[config.mk]
export PLATFORM = sky130hd
export DESIGN_NAME = mult_issue
export DESIGN_NICKNAME = d
export VERILOG_FILES = /design/src/rtl/mult_pkg.sv /design/src/rtl/mult.sv /design/src/rtl/mult_issue.sv
export SDC_FILE = /design/constraint.sdc
export NUM_CORES = 1
export LEC_CHECK = 0
export BUFFER_PORTS_ARGS = -buffer_cell sky130_fd_sc_hd__buf_2
export CAP_MARGIN = 20
export CORE_MARGIN = 3
export CORE_UTILIZATION = 55
export DETAILED_ROUTE_END_ITERATION = 8
export PLACE_DENSITY = 0.77
export SYNTH_ARGS = -nofsm -noshare
export SYNTH_HDL_FRONTEND = slang
export SYNTH_HIERARCHICAL = 1
export SYNTH_SLANG_ARGS = --single-unit
[constraint.sdc]
create_clock -name clk_in -period 4.6 [get_ports clk_in]
set_input_delay 0.92 -clock clk_in [delete_from_list [all_inputs] [get_ports clk_in]]
set_output_delay 0.92 -clock clk_in [all_outputs]
set_load 0.01 [all_outputs]
[src/rtl/mult_pkg.sv]
// Shared types and constants for the mult core and the mult_issue wrapper.
package mult_pkg;

    localparam int unsigned A_W              = 8;
    localparam int unsigned Y_W              = 16;
    localparam int unsigned MULT_WORK_CYCLES = 9;
    localparam int unsigned MULT_BUSY_CYCLES = 10;

    typedef enum logic [1:0] {
        ST_IDLE  = 2'd0,
        ST_ISSUE = 2'd1,
        ST_RUN   = 2'd2,
        ST_HOLD  = 2'd3
    } issue_state_t;

    typedef enum logic [1:0] {
        M_IDLE = 2'd0,
        M_WORK = 2'd1,
        M_WAIT = 2'd2
    } mult_state_t;

    typedef struct packed {
        logic [A_W-1:0] a;
        logic [A_W-1:0] b;
    } operands_t;

endpackage

[src/rtl/mult.sv]
// 8x8 unsigned shift-add multiplier: 9 WORK cycles plus 1 WAIT cycle per start.
module mult
    import mult_pkg::*;
(
    input  logic           clk_in,
    input  logic           rst_in,
    input  logic           start_in,
    input  logic [A_W-1:0] a_in,
    input  logic [A_W-1:0] b_in,
    output logic           busy_out,
    output logic [Y_W-1:0] y_out
);
    localparam int unsigned CNT_W = 4;

    mult_state_t      state, state_d;
    logic [CNT_W-1:0] cnt;
    logic [A_W-1:0]   a_q, b_q;
    logic [Y_W-1:0]   acc;

    always_comb begin
        state_d = state;
        case (state)
            M_IDLE:  if (start_in) state_d = M_WORK;
            M_WORK:  if (cnt == CNT_W'(MULT_WORK_CYCLES - 1)) state_d = M_WAIT;
            M_WAIT:  state_d = M_IDLE;
            default: state_d = M_IDLE;
        endcase
    end

    // One partial product per WORK cycle; the final WORK cycle only pads the busy window.
    always_ff @(posedge clk_in) begin
        if (rst_in) begin
            state    <= M_IDLE;
            busy_out <= 1'b0;
            cnt      <= '0;
            a_q      <= '0;
            b_q      <= '0;
            acc      <= '0;
        end else begin
            state    <= state_d;
            busy_out <= (state_d != M_IDLE);
            if (state == M_IDLE && start_in) begin
                a_q <= a_in;
                b_q <= b_in;
                acc <= '0;
                cnt <= '0;
            end else if (state == M_WORK) begin
                cnt <= cnt + CNT_W'(1);
                if (cnt < CNT_W'(A_W) && b_q[cnt[2:0]])
                    acc <= acc + (Y_W'(a_q) << cnt);
            end
        end
    end

    assign y_out = acc;

endmodule

[src/rtl/mult_issue.sv]
// Tagged operand FIFO in front of the sequential mult core, with a held valid/ready result port.
module mult_issue
    import mult_pkg::*;
#(
    parameter int unsigned DEPTH = 4,
    parameter int unsigned TAG_W = 4
) (
    input  logic             clk_in,
    input  logic             rst_in,
    input  logic             in_valid_in,
    output logic             in_ready_out,
    input  logic [A_W-1:0]   a_in,
    input  logic [A_W-1:0]   b_in,
    input  logic [TAG_W-1:0] tag_in,
    output logic             out_valid_out,
    input  logic             out_ready_in,
    output logic [Y_W-1:0]   y_out,
    output logic [TAG_W-1:0] tag_out
);
    localparam int unsigned PTR_W = (DEPTH > 1) ? $clog2(DEPTH) : 1;
    localparam int unsigned CNT_W = $clog2(DEPTH + 1);

    issue_state_t     state, state_d;
    operands_t        op_mem  [DEPTH];
    logic [TAG_W-1:0] tag_mem [DEPTH];
    logic [PTR_W-1:0] wr_ptr, rd_ptr;
    logic [CNT_W-1:0] count;
    logic [TAG_W-1:0] tag_q;
    logic             push, start, capture, retire, fifo_empty;
    logic             mult_busy;
    logic [Y_W-1:0]   mult_y;

    // Ready looks only at the registered count, so a same-cycle pop never frees a full slot.
    assign in_ready_out = (count != CNT_W'(DEPTH));
    assign push         = in_valid_in && in_ready_out;
    assign fifo_empty   = (count == '0);

    always_comb begin
        state_d = state;
        start   = 1'b0;
        capture = 1'b0;
        retire  = 1'b0;
        case (state)
            ST_IDLE:  if (!fifo_empty) state_d = ST_ISSUE;
            ST_ISSUE: begin
                start   = 1'b1;
                state_d = ST_RUN;
            end
            ST_RUN: if (!mult_busy) begin
                capture = 1'b1;
                state_d = ST_HOLD;
            end
            ST_HOLD: if (out_ready_in) begin
                retire  = 1'b1;
                state_d = fifo_empty ? ST_IDLE : ST_ISSUE;
            end
            default: state_d = ST_IDLE;
        endcase
    end

    always_ff @(posedge clk_in) begin
        if (rst_in) begin
            state         <= ST_IDLE;
            wr_ptr        <= '0;
            rd_ptr        <= '0;
            count         <= '0;
            tag_q         <= '0;
            out_valid_out <= 1'b0;
            y_out         <= '0;
            tag_out       <= '0;
        end else begin
            state <= state_d;
            if (push)
                wr_ptr <= wr_ptr + PTR_W'(1);
            if (start) begin
                rd_ptr <= rd_ptr + PTR_W'(1);
                tag_q  <= tag_mem[rd_ptr];
            end
            case ({push, start})
                2'b10:   count <= count + CNT_W'(1);
                2'b01:   count <= count - CNT_W'(1);
                default: count <= count;
            endcase
            if (capture) begin
                y_out         <= mult_y;
                tag_out       <= tag_q;
                out_valid_out <= 1'b1;
            end else if (retire) begin
                out_valid_out <= 1'b0;
            end
        end
    end

    // Payload storage carries no reset; occupancy is tracked by count.
    always_ff @(posedge clk_in) begin
        if (push) begin
            op_mem[wr_ptr]  <= '{a: a_in, b: b_in};
            tag_mem[wr_ptr] <= tag_in;
        end
    end

    mult u_mult (
        .clk_in   (clk_in),
        .rst_in   (rst_in),
        .start_in (start),
        .a_in     (op_mem[rd_ptr].a),
        .b_in     (op_mem[rd_ptr].b),
        .busy_out (mult_busy),
        .y_out    (mult_y)
    );

endmodule
==> results.toml <==
[die]
dieHeight_um = 119
die_x_um = 119
ios = 46
core_sq_mm = 0.0123
fp.dieArea_sq_mm = 0.0142
initial_core_util_pct = 57.5
num_rows = 40

[synthesis]
seq_area_frac_synth_pct = 55.4
synthMuxAreaShare_pct = 11.7
netlist_instances = 593
ys_ff_latch = 155
synth-edff-count = 80
netlist_area_sq_mm = 0.00705
synth_compound_area_share_pct = 10.5
synth_top_family_by_area = "simple AND/OR/NAND/NOR gates"
synth_nets = 646
synth.avg_cell_area_sq_um = 11.9
synth_fa_ha_area_share_pct = 5.36
synth_cell_types = 57
synthArstFlopShare_pct = 0
synth_simple_gate_area_share_pct = 12.2
ys.flop_type = "edfxtp_1"
ys_warn_count = 6
synth_xor_area_share_pct = 1.49

[route]
antenna_left = 0
vias = 4661
wl_um = 14200
first_pass_iters = 5
drc_errors = 0
routedWlPerCell_um = 17.5
drt_iter0_drc = 358
avgViaCountPerCell = 5.77

[timing]
fin_crit_ns = 3.41
tightest_slew_ns = 0.903
setup_viol = 0
fin_ws_ns = 1.19
whs_ns = 0.452
rsz0062_at_grt = "no"
maxSlewViolCount = 0
fmax_ghz = 0.293
period_share_pct = 74.2
relSlewSlack_pct = 39.6
hold_violations = 0
finClkSkew_ns = 0.00712
fin_setup_tns_ns = 0

[place]
dpl.cell_count = 774
routabilityCongestion = 0.896
dp_slack_ns = 1.23
place_hpwl_um = 9220
io_buffers = 45

[power_and_ir_drop]
p_total_mw = 3.96
power.density_mw_per_mm2 = 501
ir_drop_mv = 0.367
p_leak_nw = 3.02

[worst_setup_path]
crit_chain = "mux2i_1 > nor2_1 > a31oi_1 > o21ai_0 > and2_1 > ha_1 > a211o_1 > o22ai_1 > a2bb2oi_1 > mux2i_1 > nand2_1"
critPathKind = "register to register"
required_ns = 4.92
cp_common_cell = "mux2i_1"
cp_data_arrival_time_ns = 3.73
critical-path-slowest-cell = "dfxtp_1"
crit_path_max_fanout = 21
worst-r2r-cell-count = 11
critPathMaxStageDelay_ns = 0.84
startpoint_type = "register"
crit_path_end_kind = "register"

[outcome]
status = "completed"

[clock_tree]
root_buffer = "clkbuf_16"
path_clk_slew_ns = 0.06
clockBufferDepth = 2
tritoncts = "yes"
clock_sinks = 155
cts-resized-gates = 0
cts_setup_buffers = 0
worstSkewPairLatency_ns = 0.42
hold_buffers = 0
numCtsBuffers = 17
htreeDepth = 4

[cells_and_area]
final_common_cell = "nand2_1"
final_cell_mix = "nand2_1 (81), edfxtp_1 (80), dfxtp_1 (75), buf_2 (45), nor2_1 (39)"
drive_gt1_share_pct = 18.3
n_antenna_cell = 0
fin_cells = 808
nets = 680
syn2layout_area_growth_pct = 12.2

[hold_path]
hold_class = "register to register"
hold_depth = 2

[global_route]
grt_max_degree = 42
antenna_found_initial = 0
grt_pass1_wl_um = 23700
grt_util_all_layers_pct = 21.3
grt-ovfl-total = 0
grt_pass1_vias = 4773

[flow_run]
cap_violations = 0
==> cell families (layout without fill, tap and decap cells) <==
kind of cell / Yosys count / count (layout)
simple gates: 187 / 187
flops: 155 / 155
compound gates: 113 / 113
mux: 50 / 50
buf+inv: 47 / 94
fa+ha+maj: 29 / 29
xor+xnor: 12 / 12
==> per-layer routing <==
metal	share of wire (%)	wire length [um]	GRT usage, %	up-vias
met5	0	0	0	-
met4	2.5	361	8.47	0
met3	4.0	567	5.37	31
met2	50	7060	35.3	110
met1	44	6190	27.0	2257
li1	-	-	-	2263
==> state kept, by name, indices dropped and copies added, names as in the netlist, 3 cells and up, named ones only <==
name / flops
op_mem: 64
tag_mem: 16
u_mult/y_out: 16
y_out: 16
u_mult/a_q: 8
u_mult/b_q: 8
tag_out: 4
tag_q: 4
u_mult/cnt: 4
count: 3
==> metrics by stage <==
stage / cell area [sq um] / utilization [%]
2_1_floorplan: 7050 / -
4_1_cts: 7870 / 64.2
5_1_grt: 7910 / 64.5
3_5_place_dp: 7320 / 59.7
3_3_place_gp: 7310 / 59.6
6_report: 7910 / 64.5
==> power by group <==
part | switching, mW | leakage (nW) | internal (mW)
registers | 0.158 | 1.34 | 1.62
logic | 0.450 | 1.41 | 0.425
clock network | 0.558 | 0.260 | 0.749
==> path summary, 6_finish.rpt <==
path | from | endpoint | slack (ns)
worst min register to register | y_out[8] | y_out[8] | 0.45
worst min-delay path | y_out[8] | y_out[8] | 0.45
worst max register to register | u_mult/cnt[1] | u_mult/y_out[15] | 1.19
worst max-delay path | u_mult/cnt[1] | u_mult/y_out[15] | 1.19
==> critical path: cells and delay by family (launching register included) <==
family / cells / cell delay, ns
fa+ha+maj: 1 / 0.32
flops: 1 / 0.84
compound gates: 5 / 1.32
mux: 2 / 0.50
simple gates: 3 / 0.32
==> cells in the mapped netlist (14+ instances only) <==
master / instances / area (sq um)
a21oi_1: 37 / 185
a22o_1: 16 / 140
nand2_1: 81 / 304
ha_1: 27 / 338
clkbuf_1: 18 / 67.6
nor3_1: 14 / 70.1
mux4_2: 23 / 518
nand3_1: 14 / 70.1
dfxtp_1: 75 / 1500
o21ai_0: 16 / 80.1
mux2i_1: 21 / 210
nor2_1: 39 / 146
edfxtp_1: 80 / 2400
==> final cells by class <==
cell class,instances,area [sq um]
Tap cell,168,210
Multi-Input combinational cell,391,2910
Clock buffer,20,437
Inverter,12,45.0
Fill cell,916,4360
Timing Repair Buffer,50,290
Clock inverter,12,111
Sequential cell,155,3900
(Power assumes the default switching activity.)
